`src/rtl/sin_req_ctrl.sv`:
```
`default_nettype none
// =============================================================================
// Module : sin_req_ctrl
// Queues (theta, prec) requests and sequences them through the iterative sin
// unit with a watchdog, returning results in order.
// Rev    : 1.0
// =============================================================================
module sin_req_ctrl #(
  parameter int DEPTH   = 4,
  parameter int TIMEOUT = 1024
) (
  input  logic                    clk,
  input  logic                    reset,
  input  logic                    req_valid,
  output logic                    req_ready,
  input  logic [31:0]             req_theta,
  input  logic [31:0]             req_prec,
  output logic                    resp_valid,
  input  logic                    resp_ready,
  output logic [31:0]             resp_data,
  output logic                    resp_timeout,
  output logic                    sin_reset,
  output logic [31:0]             sin_theta,
  output logic [31:0]             sin_prec,
  input  logic [31:0]             sin_result,
  input  logic                    sin_done,
  output logic                    busy,
  output logic [$clog2(DEPTH):0]  level
);

  localparam int AW = $clog2(DEPTH);
  localparam int LW = AW + 1;
  localparam int CW = $clog2(TIMEOUT);

  localparam logic [1:0]    c_idle     = 2'd0;
  localparam logic [1:0]    c_start    = 2'd1;
  localparam logic [1:0]    c_wait     = 2'd2;
  localparam logic [1:0]    c_out      = 2'd3;
  localparam logic [CW-1:0] c_cnt_last = CW'(TIMEOUT - 1);
  localparam logic [LW-1:0] c_full     = LW'(DEPTH);
  localparam logic [31:0]   c_qnan     = 32'h7FC0_0000;

  logic [31:0]   r_theta_mem [DEPTH];
  logic [31:0]   r_prec_mem  [DEPTH];
  logic [AW-1:0] r_wr_ptr;
  logic [AW-1:0] r_rd_ptr;
  logic [LW-1:0] r_level;
  logic [1:0]    r_state;
  logic [CW-1:0] r_cnt;
  logic [31:0]   r_theta;
  logic [31:0]   r_prec;
  logic [31:0]   r_resp_data;
  logic          r_resp_timeout;

  logic w_full;
  logic w_empty;
  logic w_push;
  logic w_pop;
  logic w_done_ok;
  logic w_expire;

  assign w_full    = (r_level == c_full);
  assign w_empty   = (r_level == '0);
  assign w_push    = req_valid && !w_full;
  assign w_pop     = (r_state == c_idle) && !w_empty;
  // A done still high from the previous operation is not trusted on the first WAIT cycle.
  assign w_done_ok = (r_state == c_wait) && sin_done && (r_cnt != '0);
  assign w_expire  = (r_state == c_wait) && (r_cnt == c_cnt_last);

  always_ff @(posedge clk) begin
    if (w_push) begin
      r_theta_mem[r_wr_ptr] <= req_theta;
      r_prec_mem[r_wr_ptr]  <= req_prec;
    end
  end

  always_ff @(posedge clk or negedge reset) begin
    if (!reset) begin
      r_wr_ptr       <= '0;
      r_rd_ptr       <= '0;
      r_level        <= '0;
      r_state        <= c_idle;
      r_cnt          <= '0;
      r_theta        <= '0;
      r_prec         <= '0;
      r_resp_data    <= '0;
      r_resp_timeout <= 1'b0;
    end else begin
      if (w_push) r_wr_ptr <= r_wr_ptr + AW'(1);
      if (w_pop)  r_rd_ptr <= r_rd_ptr + AW'(1);
      case ({w_push, w_pop})
        2'b10:   r_level <= r_level + LW'(1);
        2'b01:   r_level <= r_level - LW'(1);
        default: r_level <= r_level;
      endcase

      case (r_state)
        c_idle: begin
          if (!w_empty) begin
            r_theta <= r_theta_mem[r_rd_ptr];
            r_prec  <= r_prec_mem[r_rd_ptr];
            r_state <= c_start;
          end
        end
        c_start: begin
          r_cnt   <= '0;
          r_state <= c_wait;
        end
        c_wait: begin
          r_cnt <= r_cnt + CW'(1);
          if (w_done_ok) begin
            r_resp_data    <= sin_result;
            r_resp_timeout <= 1'b0;
            r_state        <= c_out;
          end else if (w_expire) begin
            r_resp_data    <= c_qnan;
            r_resp_timeout <= 1'b1;
            r_state        <= c_out;
          end
        end
        c_out: begin
          if (resp_ready) r_state <= c_idle;
        end
        default: r_state <= c_idle;
      endcase
    end
  end

  assign req_ready    = !w_full;
  assign resp_valid   = (r_state == c_out);
  assign resp_data    = r_resp_data;
  assign resp_timeout = r_resp_timeout;
  assign sin_reset    = (r_state != c_wait);
  assign sin_theta    = r_theta;
  assign sin_prec     = r_prec;
  assign busy         = (r_state != c_idle) || !w_empty;
  assign level        = r_level;

endmodule
`default_nettype wire

```
`config.mk`:
```
export PLATFORM = sky130hd
export DESIGN_NAME = sin_req_ctrl
export DESIGN_NICKNAME = d
export VERILOG_FILES = /design/src/rtl/sin_req_ctrl.sv
export SDC_FILE = /design/constraint.sdc
export NUM_CORES = 1
export LEC_CHECK = 0
export ABC_AREA = 1
export ABC_CLOCK_PERIOD_IN_PS = 4600
export CELL_PAD_IN_SITES_DETAIL_PLACEMENT = 0
export CELL_PAD_IN_SITES_GLOBAL_PLACEMENT = 1
export CORE_UTILIZATION = 44
export DETAILED_ROUTE_END_ITERATION = 16
export PLACE_DENSITY_LB_ADDON = 0.1
export SYNTH_ARGS = -nofsm -noshare
export SYNTH_HDL_FRONTEND = slang
export SYNTH_SLANG_ARGS = --single-unit
```
`constraint.sdc`:
```
create_clock -name clk -period 4.6 [get_ports clk]
set_input_delay 1.38 -clock clk [delete_from_list [all_inputs] [get_ports clk]]
set_output_delay 1.38 -clock clk [all_outputs]
set_load 0.01 [all_outputs]
```
==> results of run 1 <==
==> layout make-up <==
class	count	area, sq um
diodes	3	7.51
clock buffers	52	1080
clock inverters	19	246
fillers	2700	13800
inverters	36	136
multi-input cells	713	3320
flip-flops and latches	372	10600
well taps	435	544
repair buffers	218	2200
==> sequential cells by signal (all words and copies together) (netlist names), 3 cells and up <==
signal       cells
level            3
r_cnt           10
r_prec_mem     128
r_theta_mem    128
resp_data       32
sin_prec        32
sin_theta       32
==> layout by cell type (no fill, tap or decap) <==
cell,n
edfxtp_1,256
clkinv_4,1
dfrtp_4,1
clkinv_1,6
inv_2,3
dfrtp_2,1
a31oi_4,1
fa_1,1
clkinv_2,5
or2_2,1
nand2_1,53
xnor2_1,2
o21ai_1,11
clkbuf_8,1
xor2_1,4
nor3b_1,1
clkbuf_16,41
nand3_1,53
diode_2,3
nand2_2,1
a21oi_1,7
buf_12,4
buf_4,10
nor3_1,4
clkinvlp_4,2
buf_6,1
nor2_4,4
dfrtp_1,114
clkdlybuf4s50_1,203
ha_1,11
inv_1,32
nand2_4,1
nor2_1,360
o21a_1,1
a31oi_1,65
nand4_1,5
clkbuf_1,10
o21ai_0,125
nand3_2,2
bufinv_16,6
==> synth_stat cells, drive strengths merged <==
master,number
o21ai,136
nand3,55
a21oi,7
inv,36
nor2,364
buf,44
dfrtp,116
a31oi,66
nor3b,1
nand2,55
edfxtp,256
or2,1
nand4,5
nor3,4
xnor2,2
o21a,1
fa,1
xor2,4
ha,11
clkbuf,24
==> metal layers <==
layer	share of wire	global-route usage	vias up
li1	-	-	4519
met1	0.44	0.244	4487
met2	0.48	0.323	221
met3	0.055	0.0423	50
met4	0.020	0.0555	2
met5	0.00041	0	-
==> critical path, delay by kind of cell (launching register included) <==
family	cells	cell delay, ps
buffers and inverters	3	700
adder cells (fa/ha/maj)	1	410
flip-flops	1	400
==> path summary, 6_finish.rpt <==
check,from,to,slack [ps],cells past startpoint
worst min-delay path,resp_data[8],resp_data[8],500,2
max in group asynchronous,reset,sin_prec[3],2920,2
worst max register to register,r_rd_ptr[0],sin_theta[19],1900,4
min in group asynchronous,reset,r_cnt[7],900,1
worst min register to register,resp_data[8],resp_data[8],500,2
worst max-delay path,r_state[0],sin_reset,1190,4
==> where the power goes <==
part / leakage [uW] / total [uW] / internal, uW / switching, uW
sequential: 0.00369 / 5030 / 4570 / 461
clock: 0.000639 / 3220 / 1990 / 1230
combinational: 0.00235 / 4100 / 1670 / 2430
==> metrics by stage <==
step / setup TNS [ps] / setup WS, ps / instance area (sq um) / util
3_3_place_gp: 0 / 1160 / 16800 / 0.527
4_1_cts: 0 / 1140 / 18100 / 0.568
3_5_place_dp: 0 / 1190 / 16800 / 0.527
2_1_floorplan: -32510 / -127 / 14400 / -
5_1_grt: 0 / 1070 / 18100 / 0.569
6_report: 0 / 1190 / 18100 / 0.569
==> cells by family (layout without fill, tap and decap cells) <==
| kind of cell | after synthesis | count (layout) | share of synthesized area |
|---|---|---|---|
| simple gates | 485 | 485 | 0.134 |
| xor+xnor | 6 | 6 | 0.00366 |
| other cells | 0 | 3 | 0 |
| buf+inv | 104 | 325 | 0.0341 |
| compound gates | 210 | 210 | 0.0801 |
| fa+ha+maj | 12 | 12 | 0.0110 |
| flops | 372 | 372 | 0.737 |
==> summary.md, run 1 <==
| Metric | Value |
|---|---|
| Crit path max fanout | 10 |
| Total wire length | roughly 32000 um |
| Nets | about 1500 |
| Slowest CP cell | clkdlybuf4s50_1 |
| Post-cts resize count | 0 |
| Seq cells post-synth | about 370 |
| Final non-filler cell total | roughly 1800 |
| Vias per inst | 5.02 |
| Row Count | between 60 and 70 |
| Clock transition at the registers of the reported paths | around 60 ps |
| Routed WL per cell | ~17 um |
| GPL Wtd Cong | ~0.77 |
| Clock buffer depth | 3 |
| # IOs | around 210 |
| Number of global-route vias before repair | between 8000 and 9000 |
| Die ar. | roughly 33000 sq um |
| Setup Skew | 19.4 ps |
| CP Capture Type | primary output |
| Synth area leader | edfxtp_1 |
| Top-area cell type share of the netlist area | 0.535 |
| Grt total ovfl | 0 |
| Seq/Total Area, Yosys | 0.737 |
| Post-synthesis cell area | 14400 sq um |
| Min Tclk post-route | between 3000 and 4000 ps |
| Antenna Violating Nets Remaining | 0 |
| CTS tree | built |
| PD cells | between 600 and 700 nW/um^2 |
| Dpl cells | around 1800 |
| Pre-Repair DR Iteration Count | 5 |
| Max Clk Rate | roughly 300 MHz |
| Number of port buffers | 204 |
| Initial antenna violation count | 4 |
| CTS buffer count | 40 |
| Yosys Warn Count | 0 |
| Initial Util | 0.451 |
| Worst EP required | around 3200 ps |
| DRC | 0 |
| Die width | between 150 and 200 um |
| Worst path cell trace | inv_1 -> ha_1 -> inv_1 -> clkdlybuf4s50_1 |
| Area grow syn2layout | 26.1% |
| Layout cells sized above 1 | 0.0610 |
| Final cycle utilization of the critical path | 0.741 |
| Minimum hold slack | 495 ps |
| Startpoint types | flop |
| CORE AREA | ~32000 sq um |
| Slew HR | 0.399 |
| Total Power | 12300 uW |
| Die Ht | 183 um |
| Crit path arrival time | around 2000 ps |
| Worst Hold Class | reg2reg |
| DP Wirelength | between 15000 and 20000 um |
| Global-route wire length before repair | 48800 um |
| Max cap viols | 0 |
| Largest stage delay, worst path | roughly 500 ps |
| Post-CTS Repair Setup Buffers | 0 |
| CP most frequent cell | inv_1 |
| Avg Cell Area, Syn | between 10 and 15 sq um |
| Peak VDD IR | about 0.00048 V |
| Clock Latency Late Sink | between 500 and 600 ps |
| Final Max Slew Viols | 0 |
| Clock root cell | clkbuf_16 |
| Cells taking the most area after synthesis | edfxtp_1, dfrtp_1, nor2_1 |
| Unique masters post-synth | 28 |
| Leak | 0.00668 uW |
| RSZ-0062 raised after global routing | false |
| Syn nets | approximately 1300 |
| Initial DRC count | 495 |
| Worst-Margin Slew | roughly 900 ps |
| Level count of the clock H-tree | 2 |
| Hold Vio Cnt, Final | 0 |
| Num Clock Sinks | 372 |
| Setup violations, final | 0 |
| Mapped Cells | 1189 |
| GRT Util Overall | 0.190 |
| CP Class | reg2out |
| Largest net degree at the start of global routing | between 90 and 100 |
| Status | complete, no violations |
| Vias | a little over 9000 |
| # hold bufs at CTS | 0 |
(Power assumes the default switching activity.)
==> inputs of run 2 (changes only) <==
ABC_CLOCK_PERIOD_IN_PS = 3420   (was 4600)
clock period = 3.42 ns   (was 4.6 ns; I/O delays follow)
==> summary.md, run 2 (synthesized netlist as in run 1, its figures left out) <==
| Metric | Value |
|---|---|
| Status | complete, no violations |
| CP most frequent cell | inv_1 |
| Vias | 9296 |
| Area after DPL | between 15000 and 20000 sq um |
| CTS buffer count | 40 |
| Slew HR | 0.431 |
| Footprint of the multi-input gates | about 3300 sq um |
| # hold bufs at CTS | 0 |
| Final Max Slew Viols | 0 |
| Die Ht | 183 um |
| Post-cts resize count | 0 |
| Max Clk Rate | between 300 and 400 MHz |
| CTS tree | built |
| Level count of the clock H-tree | 2 |
| Post-CTS Repair Setup Buffers | 0 |
| Area grow syn2layout | 26.2% |
| DP Worst Slack | 781 ps |
| Row Count | 65 |
| DP Wirelength | 18100 um |
| Routed WL per cell | 17.1 um |
| Total wire length | roughly 32000 um |
| Clock Latency Late Sink | 530 ps |
| Slowest CP cell | clkdlybuf4s50_1 |
| GPL Wtd Cong | about 0.79 |
| Routed wl met3 | around 1800 um |
| Crit path max fanout | 10 |
| Die ar. | about 33000 sq um |
| Initial antenna violation count | 4 |
| Register area | roughly 11000 sq um |
| Vias per inst | between 5 and 6 |
| GRT Util Overall | 0.191 |
| Startpoint types | flop |
| Setup tns final | 0 ps |
| Layout cells sized above 1 | 0.0657 |
| PD cells | between 900 and 1000 nW/um^2 |
| Clock buffer depth | 3 |
| Largest registers | r_prec_mem (128), r_theta_mem (128) |
| Peak VDD IR | roughly 0.00061 V |
| CORE AREA | 31900 sq um |
| Pre-Repair DR Iteration Count | 4 |
| Post-layout instance area | roughly 18000 sq um |
| RSZ-0062 raised after global routing | false |
| Worst setup margin | approximately 430 ps |
| Routed met2 length | 15200 um |
| Worst-Margin Slew | ~850 ps |
| Nets | about 1500 |
| Initial Util | 0.451 |
| Largest net degree at the start of global routing | roughly 130 |
| CP Capture Type | primary output |
| Initial DRC count | 375 |
| Setup Skew | approximately 16 ps |
| # IOs | slightly above 200 |
| Top sig layer | met5 |
| Clock transition at the registers of the reported paths | around 60 ps |
| Die width | 183 um |
| Global-route wire length before repair | just under 50000 um |
| Commonest non-fill, non-tap cell in the layout | nor2_1 |
| Grt total ovfl | 0 |
| Clock root cell | clkbuf_16 |
| Worst path cell trace | inv_1 -> ha_1 -> buf_4 -> inv_1 -> clkdlybuf4s50_1 |
| Leak | 0.00670 uW |
| Fill cell count | about 2700 |
| Worst EP required | 2390 ps |
| Crit path arrival time | roughly 2000 ps |
| Num Clock Sinks | around 370 |
| Minimum hold slack | between 400 and 500 ps |
| Cells on worst reg2reg path | 9 |
| Hold Vio Cnt, Final | 0 |
| Antenna Violating Nets Remaining | 0 |
| Max cap viols | 0 |
| Number of global-route vias before repair | 9021 |
| Worst Hold Class | in2async |
| Final cycle utilization of the critical path | 0.875 |
| Number of port buffers | 204 |
| DRC | 0 |
| Met1 Wirelength | between 10000 and 15000 um |
| Setup violations, final | 0 |
| Most frequent cells in the layout | nor2_1, edfxtp_1, clkdlybuf4s50_1 |
| Largest stage delay, worst path | approximately 530 ps |
| CP Class | reg2out |
| Min Tclk post-route | between 2000 and 3000 ps |
## run 2: cell type report
type                       count  share of cell area
tap                          435              0.0300
inverter                      36             0.00752
sequential                   372               0.584
antenna                        1            0.000138
multi-input combinational    713               0.183
clock buffer                  55              0.0599
timing repair buffer         221               0.124
clock inverter                18              0.0117
## run 2: where the power goes
group          internal, uW  switching [uW]  total [uW]
clock network          2540            1710        4250
logic                  2290            3280        5560
registers              6140             623        6770
## run 2: worst max-delay path: cells and delay by family, from the launching register on
kind                       cells  cell delay [ps]
DFF                            1              370
adders and majority gates      1              200
buffers and inverters          4              870
## run 2: stage by stage
stage | total power, uW | std cells | util
after floorplan | 10200 | 1189 | -
after global placement | 12500 | 1777 | 0.528
after detailed placement | 12500 | 1777 | 0.528
after CTS | 16800 | 1850 | 0.569
after global routing | 17700 | 1850 | 0.569
final | 16600 | 1851 | 0.569
## run 2: metal layers
layer	GRT usage	vias up
met1	0.247	4493
met2	0.324	225
met3	0.0411	51
met5	0	-
li1	-	4523
met4	0.0545	4
## run 2: path summary, 6_finish.rpt
| check | start | to | slack (ps) |
|---|---|---|---|
| max | r_state[0] | sin_reset | 430 |
| min reg2reg | resp_data[0] | resp_data[0] | 500 |
| max reg2reg | r_cnt[0] | resp_data[22] | 1080 |
| max in group asynchronous | reset | sin_theta[17] | 2300 |
| min | reset | r_state[1] | 420 |
| min in group clk | resp_data[0] | resp_data[0] | 500 |
